**config.mk**
```make
export PLATFORM = sky130hd
export DESIGN_NAME = lsu_ctrl
export DESIGN_NICKNAME = d
export VERILOG_FILES = /design/src/rtl/lsu_ctrl.sv
export SDC_FILE = /design/constraint.sdc
export NUM_CORES = 1
export LEC_CHECK = 0
export BUFFER_PORTS_ARGS = -buffer_cell sky130_fd_sc_hd__buf_2
export CAP_MARGIN = 20
export CORE_MARGIN = 3
export CORE_UTILIZATION = 51
export DETAILED_ROUTE_END_ITERATION = 8
export PLACE_DENSITY = 0.91
export SETUP_SLACK_MARGIN = 0.5
export SLEW_MARGIN = 10
export SYNTH_ARGS = -nofsm -noshare
export SYNTH_HDL_FRONTEND = slang
export SYNTH_SLANG_ARGS = --single-unit
export TNS_END_PERCENT = 100
```
**constraint.sdc**
```tcl
create_clock -name clk -period 9.6 [get_ports clk]
set_input_delay 0.48 -clock clk [delete_from_list [all_inputs] [get_ports clk]]
set_output_delay 0.48 -clock clk [all_outputs]
set_load 0.01 [all_outputs]
```
**src/rtl/lsu_ctrl.sv**
```systemverilog
// lsu_ctrl
//   Load/store control stage between the MEM-stage pipeline register and a
//   byte-addressed data memory with registered read data.
//   - Request channel (req_*): valid/ready handshake. Stores complete at the
//     accept edge. Loads and faulting accesses produce one response each.
//   - Response channel (rsp_*): back-pressurable. The response is buffered in
//     hold_q when the consumer stalls, because the memory re-reads on every edge.
//   - Memory port (mem_*): driven combinationally from an accepted request that
//     does not fault. Otherwise the port is parked at address 0, word type,
//     with no write.
//   - Fault status (fault_*): address and cause of the most recent fault, and a
//     saturating fault counter.
module lsu_ctrl #(
   parameter logic [31:0] MEM_SIZE    = 32'h20000,
   parameter bit          ALIGN_CHECK = 1'b0
) (
   input  logic        clk,
   input  logic        rst_n,
   input  logic        req_valid,
   output logic        req_ready,
   input  logic        req_write,
   input  logic [1:0]  req_type,
   input  logic        req_sign_ext,
   input  logic [31:0] req_addr,
   input  logic [31:0] req_wdata,
   output logic        rsp_valid,
   input  logic        rsp_ready,
   output logic [31:0] rsp_rdata,
   output logic        rsp_fault,
   output logic        mem_we,
   output logic [1:0]  mem_type,
   output logic [31:0] mem_addr,
   output logic [31:0] mem_din,
   output logic        mem_sign_ext,
   input  logic [31:0] mem_dout,
   output logic [31:0] fault_addr,
   output logic [1:0]  fault_cause,
   output logic [7:0]  fault_count
);

   typedef enum logic [1:0] {
      ST_IDLE = 2'b00,
      ST_RESP = 2'b01,
      ST_HOLD = 2'b10
   } state_t;

   localparam logic [1:0] CAUSE_NONE  = 2'b00;
   localparam logic [1:0] CAUSE_RANGE = 2'b01;
   localparam logic [1:0] CAUSE_ALIGN = 2'b10;
   localparam logic [1:0] CAUSE_TYPE  = 2'b11;

   // Fault cause for one access; the first matching check wins.
   // The range check works in 33 bits so that addresses near 2^32 cannot wrap.
   function automatic logic [1:0] fault_cause_f(input logic [1:0] typ, input logic [31:0] addr);
      logic [2:0]  nbytes;
      logic [32:0] end_addr;
      logic [1:0]  cause;
      case (typ)
         2'b00:   nbytes = 3'd1;
         2'b01:   nbytes = 3'd2;
         default: nbytes = 3'd4;
      endcase
      end_addr = {1'b0, addr} + {30'd0, nbytes};
      if (typ == 2'b11) begin
         cause = CAUSE_TYPE;
      end else if (end_addr > {1'b0, MEM_SIZE}) begin
         cause = CAUSE_RANGE;
      end else if (ALIGN_CHECK && (((typ == 2'b01) && addr[0]) ||
                                   ((typ == 2'b10) && (addr[1:0] != 2'b00)))) begin
         cause = CAUSE_ALIGN;
      end else begin
         cause = CAUSE_NONE;
      end
      return cause;
   endfunction

   state_t      state_r, state_next_s;
   logic        pend_q, flt_q, hold_flt_q;
   logic [31:0] hold_q;
   logic [31:0] fault_addr_r;
   logic [1:0]  fault_cause_r;
   logic [7:0]  fault_count_r;

   logic [1:0]  cause_s;
   logic        fault_s;
   logic        acc_s;
   logic        rsp_prod_s;
   logic        req_ready_s;
   logic        hold_load_s;

   assign cause_s    = fault_cause_f(req_type, req_addr);
   assign fault_s    = (cause_s != CAUSE_NONE);
   // rst_n is included so that a request presented during reset is never accepted
   // and never reaches the memory write port.
   assign acc_s      = req_valid & req_ready_s & rst_n;
   assign rsp_prod_s = fault_s | ~req_write;

   // Ready and response outputs, decoded from the state register.
   always_comb begin
      req_ready_s = 1'b0;
      rsp_valid   = 1'b0;
      rsp_rdata   = 32'h0000_0000;
      rsp_fault   = 1'b0;
      case (state_r)
         ST_IDLE: begin
            req_ready_s = 1'b1;
         end
         ST_RESP: begin
            req_ready_s = rsp_ready;
            rsp_valid   = 1'b1;
            rsp_rdata   = pend_q ? mem_dout : 32'h0000_0000;
            rsp_fault   = flt_q;
         end
         ST_HOLD: begin
            rsp_valid = 1'b1;
            rsp_rdata = hold_q;
            rsp_fault = hold_flt_q;
         end
         default: begin
            req_ready_s = 1'b0;
         end
      endcase
   end

   assign req_ready = req_ready_s;

   // Next-state logic. Also decides when the response is captured into the hold buffer.
   always_comb begin
      state_next_s = state_r;
      hold_load_s  = 1'b0;
      case (state_r)
         ST_IDLE: begin
            if (acc_s && rsp_prod_s) begin
               state_next_s = ST_RESP;
            end else begin
               state_next_s = ST_IDLE;
            end
         end
         ST_RESP: begin
            if (!rsp_ready) begin
               hold_load_s  = 1'b1;
               state_next_s = ST_HOLD;
            end else if (acc_s && rsp_prod_s) begin
               state_next_s = ST_RESP;
            end else begin
               state_next_s = ST_IDLE;
            end
         end
         ST_HOLD: begin
            if (rsp_ready) begin
               state_next_s = ST_IDLE;
            end else begin
               state_next_s = ST_HOLD;
            end
         end
         default: begin
            state_next_s = ST_IDLE;
         end
      endcase
   end

   // Memory port drive. Faulting accesses leave the port parked.
   always_comb begin
      mem_we       = 1'b0;
      mem_type     = 2'b10;
      mem_addr     = 32'h0000_0000;
      mem_din      = 32'h0000_0000;
      mem_sign_ext = 1'b0;
      if (acc_s && !fault_s) begin
         mem_we       = req_write;
         mem_type     = req_type;
         mem_addr     = req_addr;
         mem_din      = req_wdata;
         mem_sign_ext = req_sign_ext;
      end else begin
         mem_we = 1'b0;
      end
   end

   // State register and response-path registers.
   always_ff @(posedge clk or negedge rst_n) begin
      if (!rst_n) begin
         state_r    <= ST_IDLE;
         pend_q     <= 1'b0;
         flt_q      <= 1'b0;
         hold_q     <= 32'h0000_0000;
         hold_flt_q <= 1'b0;
      end else begin
         state_r <= state_next_s;
         pend_q  <= acc_s & ~fault_s & ~req_write;
         flt_q   <= acc_s & fault_s;
         if (hold_load_s) begin
            // mem_dout is valid only this cycle, so capture it now.
            hold_q     <= flt_q ? 32'h0000_0000 : mem_dout;
            hold_flt_q <= flt_q;
         end
      end
   end

   // Fault recording on the accept edge of a faulting access; the counter saturates.
   always_ff @(posedge clk or negedge rst_n) begin
      if (!rst_n) begin
         fault_addr_r  <= 32'h0000_0000;
         fault_cause_r <= CAUSE_NONE;
         fault_count_r <= 8'd0;
      end else if (acc_s && fault_s) begin
         fault_addr_r  <= req_addr;
         fault_cause_r <= cause_s;
         if (fault_count_r != 8'hFF) begin
            fault_count_r <= fault_count_r + 8'd1;
         end
      end
   end

   assign fault_addr  = fault_addr_r;
   assign fault_cause = fault_cause_r;
   assign fault_count = fault_count_r;

endmodule

```
======== Word level (Yosys, flattened, before mapping) ========
Index checks and enable logic that the tools add are counted.
storage, ports and cells
  input bits .............................. 104
  bits in registers ....................... 79
  output and inout bits ................... 145
  logic and storage cells ................. 53
cells by class
  bitwise gates (word level) .............. 8
  multiplexer cells ....................... 20
  eq/ne operators ......................... 5
  reductions and logical operators ........ 9
  $lt $le $gt $ge ......................... 1
  add/sub/neg operators ................... 2
operators by type and width
  cell                    number
  $mux W32                4
  $pmux W32 S2            1
  $add A32 B3 Y33         1
  $gt A33 B18 Y1 const B  1
  $add A8 B1 Y8 const B   1
  $mux W2                 4
  $ne A8 B8 Y1 const B    1
  $mux W1                 7
  $pmux W2 S3             1
  $pmux W3 S2             1
  $and A1 B1 Y1           5
  $eq A2 B1 Y1 const B    2
  $eq A2 B2 Y1 const B    2
  $logic_not A2 Y1        2
  $pmux W1 S2             2
  $logic_and A1 B1 Y1     3
  $not A1 Y1              2
  $reduce_and A2 Y1       1
  $reduce_bool A2 Y1      1
  $reduce_or A2 Y1        1
  $logic_not A1 Y1        1
  $or A1 B1 Y1            1

======== Longest topological paths before layout ========
  depth after elaboration ................. 12
  mapped depth ............................ 15
  mapped depth without buffers ............ 12

======== Worst setup path before layout ========
OpenSTA, ideal clock, no wires.
  path kind ............................... input -> output
  from .................................... input req_addr[3]
  to ...................................... output mem_addr[0]
  buffers on the path ..................... 3
  required time ........................... 9120 ps
  slack ................................... 5827 ps
  data arrival time ....................... 3293 ps
  stages .................................. 11
  cell sequence ........................... clkbuf_1 -> nand4_1 -> or4_4 -> or4_4 -> nor2_1 -> a21oi_1 -> or4_4 -> buf_6 -> nor3_4 -> clkbuf_1 -> and2_1
between the ends
  longest elaborated chain between the ends .. 8
RTL lines
  item                 line  text
  start, declared      24    input logic [31:0] req_addr,
  $add A32 B3 Y33      63    end_addr = {1'b0, addr} + {30'd0, nbytes};
  $gt A33 B18 Y1       66    end else if (end_addr > {1'b0, MEM_SIZE}) begin
  $mux W1              66
  $mux W2              64    if (typ == 2'b11) begin
  $reduce_bool A2 Y1   92    assign fault_s = (cause_s != CAUSE_NONE);
  $logic_not A1 Y1     169   if (acc_s && !fault_s) begin
  $logic_and A1 B1 Y1  169
  $mux W32             169
  end, declared        32    output logic [31:0] mem_addr,
Every way passes these cells.

======== Worst setup path after layout ========
  from .................................... input req_type[1]
  to ...................................... output mem_din[26]
between the ends
  longest elaborated chain between the ends .. 10
  elaborated cells on any way between the ends .. 12
  those cells by class .................... add/sub (1); order compare (1); eq/ne (2); mux (4); reduce/logical (4)
RTL lines
  item                                                     line  text
  start, declared                                          22    input logic [1:0] req_type,
  $eq A2 B1 Y1 / $logic_not A2 Y1 (equally long branches)  58    case (typ)
  $pmux W3 S2                                              58
  $add A32 B3 Y33                                          63
  $gt A33 B18 Y1                                           66
  $mux W1                                                  66
  $mux W2 *                                                64
  $reduce_bool A2 Y1 *                                     92
  $logic_not A1 Y1 *                                       169
  $logic_and A1 B1 Y1 *                                    169
  $mux W32 *                                               169
  end, declared                                            33    output logic [31:0] mem_din,
Mark *: on every way between the ends. The rest lies on a longest branch, timed or not.

==> metrics <==
Die H 106 µm; initial antenna violation count 0; Buf+Inv Stages, Crit Path 3; most frequent cell after synthesis dfrtp_1; initial DRC count approximately 240; Placer Congestion ~1; setup_tns 0 ps; Pleak around 0.0033 µW; flops & latches, synth 79; maximum clock insertion buffer count 2; die width around 110 µm; Startpoint Class input port; Sw Pwr 321 µW; Diodes inserted 0; area of the core 9500 µm²; # fillers 748; Syn. warnings 0; detailed-router iteration count before antenna repair 4; Tcrit/Tclk final a little under half; largest net degree at the start of global routing a little over 80; Worst path top cell family by delay simple AND/OR/NAND/NOR gates; Synth top cells by count dfrtp_1, and2_1, nand2_1; DP Area 6220 µm²; Antenna Violating Nets Remaining 0; count of cell types in the netlist 57; clock skew 10.9 ps; combinational fraction of design power a little over a quarter; Synth top area share between 30% and 40%; detailed placement HPWL 10.6 mm; CTS tree built; global route overflow 0; Max Slew Vio Count 0; nets@finish approximately 860; top cells by area, synth dfrtp_1, mux2_4, and2_1; PnR worst setup slack 5080 ps; final instance area approximately 6500 µm²; Reg clk slew, reported paths 90 ps; crit path max-delay cell type nor4_1; number of synthesized flops with an enable pin 0; Layout Utilization 68.8%; Slew @ Worst Pin between 1000 and 1500 ps; crit path DAT between 4000 and 5000 ps; critical-path cell list buf_2 -> nor2_1 -> ha_1 -> fa_1 -> a21oi_1 -> nor4_1 -> a31o_2 -> and4_1 -> o2111ai_1 -> or4_4 -> nor3_4 -> buf_8 -> and2_1 -> buf_2; WP data required around 9100 ps; P&R area growth vs syn 27.4%; PostCTS Resize Cnt 0; drt drc 0; PwrDens between 150 and 200 nW/µm²; Internal 733 µW; post-CTS setup buffers 0; sequential-to-total area share from yosys stat approximately two fifths; relative slew slack 32.7%; num ports 249; cell area after synthesis about 5100 µm²; maximum fanout along the worst path 37; CTS Buf Count 9; Vias between 4000 and 5000; latest clock arrival within the worst-skew pair 350 ps; crit path kind in2out; Sw Share 30.5%; RSZ-0062 raised after global routing false; wire per inst about 16 µm; Worst Hold Class in2async; H-Tree Depth 3; Clock Root Buffer clkbuf_8; cell taking the most area after synthesis dfrtp_1; status complete, no violations; share of layout cells above drive strength 1 40.1%; row count 35; CTS Sinks 79; die footprint 11300 µm²; global-route wire length before repair 23.0 mm; final wirelength approximately 14 mm; Cells after Synth ~540; max_cap viols 0; Post-synth ARST share 100%; Critical Path Max Stage Delay ~560 ps; IO buf count around 230; Hold-fix buffers, CTS 0; Initial Util a little over half; all-layer global routing usage between 20 and 25%; min Tclk post-route approximately 4500 ps; Final Setup Violations 0; via-per-instance ratio approximately 5.4; vias in the first global route between 4000 and 5000; Worst setup EP type primary output; syn avg cell area ~9.6 µm²; Final Hold Viols 0; cell mode on critical path buf_2; f_max ~0.22 GHz; pre-CTS setup slack roughly 4700 ps; overall power approximately 1100 µW; part of the power in the clock network between 20% and 30%; Seq pwr share 44.4%; Peak supply drop slightly above 0.09 mV; Synth Flop Type dfrtp_1
-- flip-flops by register name, summed over array words and instances (netlist names) --
| name | count |
|---|---|
| fault_addr | 32 |
| fault_cause | 2 |
| fault_count | 8 |
| flt_q | 1 |
| hold_flt_q | 1 |
| hold_q | 32 |
| pend_q | 1 |
| state_r | 2 |
-- logic make-up after synthesis --
kind of cell,synth area share [%]
AO/OA/AOI/OAI,13.1
XOR/XNOR,2.05
adder cells (fa/ha/maj),2.34
buffers and inverters,6.58
flip-flops,38.5
multiplexers,10.8
other,0.0730
AND/OR/NAND/NOR,26.5
-- routing by layer --
metal | vias up | share of wire, % | global-route usage [%]
li1 | 2265 | - | -
met1 | 2313 | 40 | 30.6
met2 | 214 | 51 | 43.1
met3 | 23 | 7.3 | 6.19
met4 | 0 | 1.5 | 6.57
met5 | - | 0 | 0
-- cell usage in the layout, fill, tap and decap left out, types with 3 or more instances in the layout --
cell,n
buf_2,233
dfrtp_1,79
and2_1,52
nand2_1,43
nor2b_1,37
o21ai_0,36
nand2b_1,35
a22oi_1,34
mux2_4,32
nand3_1,17
conb_1,14
nor2_1,13
clkbuf_8,10
inv_1,9
nor3_1,8
xnor2_1,8
nand4_1,7
nor4_1,7
ha_1,7
a21oi_1,5
xor2_1,4
mux2_2,4
a21o_1,3
or4_4,3
and3_1,3
mux2i_1,3
bufinv_16,3
-- power groups by stage --
stage	combinational (µW)	clock, µW	sequential (µW)
2_1_floorplan	154	0	479
3_3_place_gp	264	0	465
6_report	275	311	467
4_1_cts	276	318	467
5_1_grt	302	334	477
3_5_place_dp	275	0	471
-- final timing paths --
check / from / end / slack (ps) / cells after the start
worst max-delay path: req_type[1] / mem_din[26] / 5080 / 14
worst min-delay path: rst_n / hold_q[23]$_DFFE_PN0P_ / 70 / 1
worst max register to register: state_r[1]$_DFF_PN0_ / fault_count[1]$_DFFE_PN0P_ / 6500 / 8
worst min register to register: fault_cause[0]$_DFFE_PN0P_ / fault_cause[0]$_DFFE_PN0P_ / 490 / 1
max in group asynchronous: rst_n / hold_q[14]$_DFFE_PN0P_ / 8910 / 2
min in group clk: rsp_ready / state_r[1]$_DFF_PN0_ / 320 / 2
-- metrics by stage --
step / hold slack [ps] / cells
final: 73.9 / 884
after CTS: 299 / 881
after global routing: 93.0 / 884
after global placement: 459 / 865
after floorplan: 184 / 549
after detailed placement: 458 / 865
-- final cells by class --
class                   instances  area (µm²)  area share, %
clock buffers                  10         138           2.10
multi-input cells             413        2870           43.9
well taps                     129         161           2.47
repair buffers                238        1240           19.0
inverters                       9        33.8          0.516
clock inverters                 6         116           1.78
flip-flops and latches         79        1980           30.2
-- worst reg2reg max path, cell delays in order (launching register included) --
cell     delay [ps]
dfrtp_1         420
inv_1           100
ha_1            250
a21o_1          190
nand3_1         270
o21ba_2         720
buf_4           510
and2_4          260
mux2_4          290
Power figures use the tool's default switching activity.
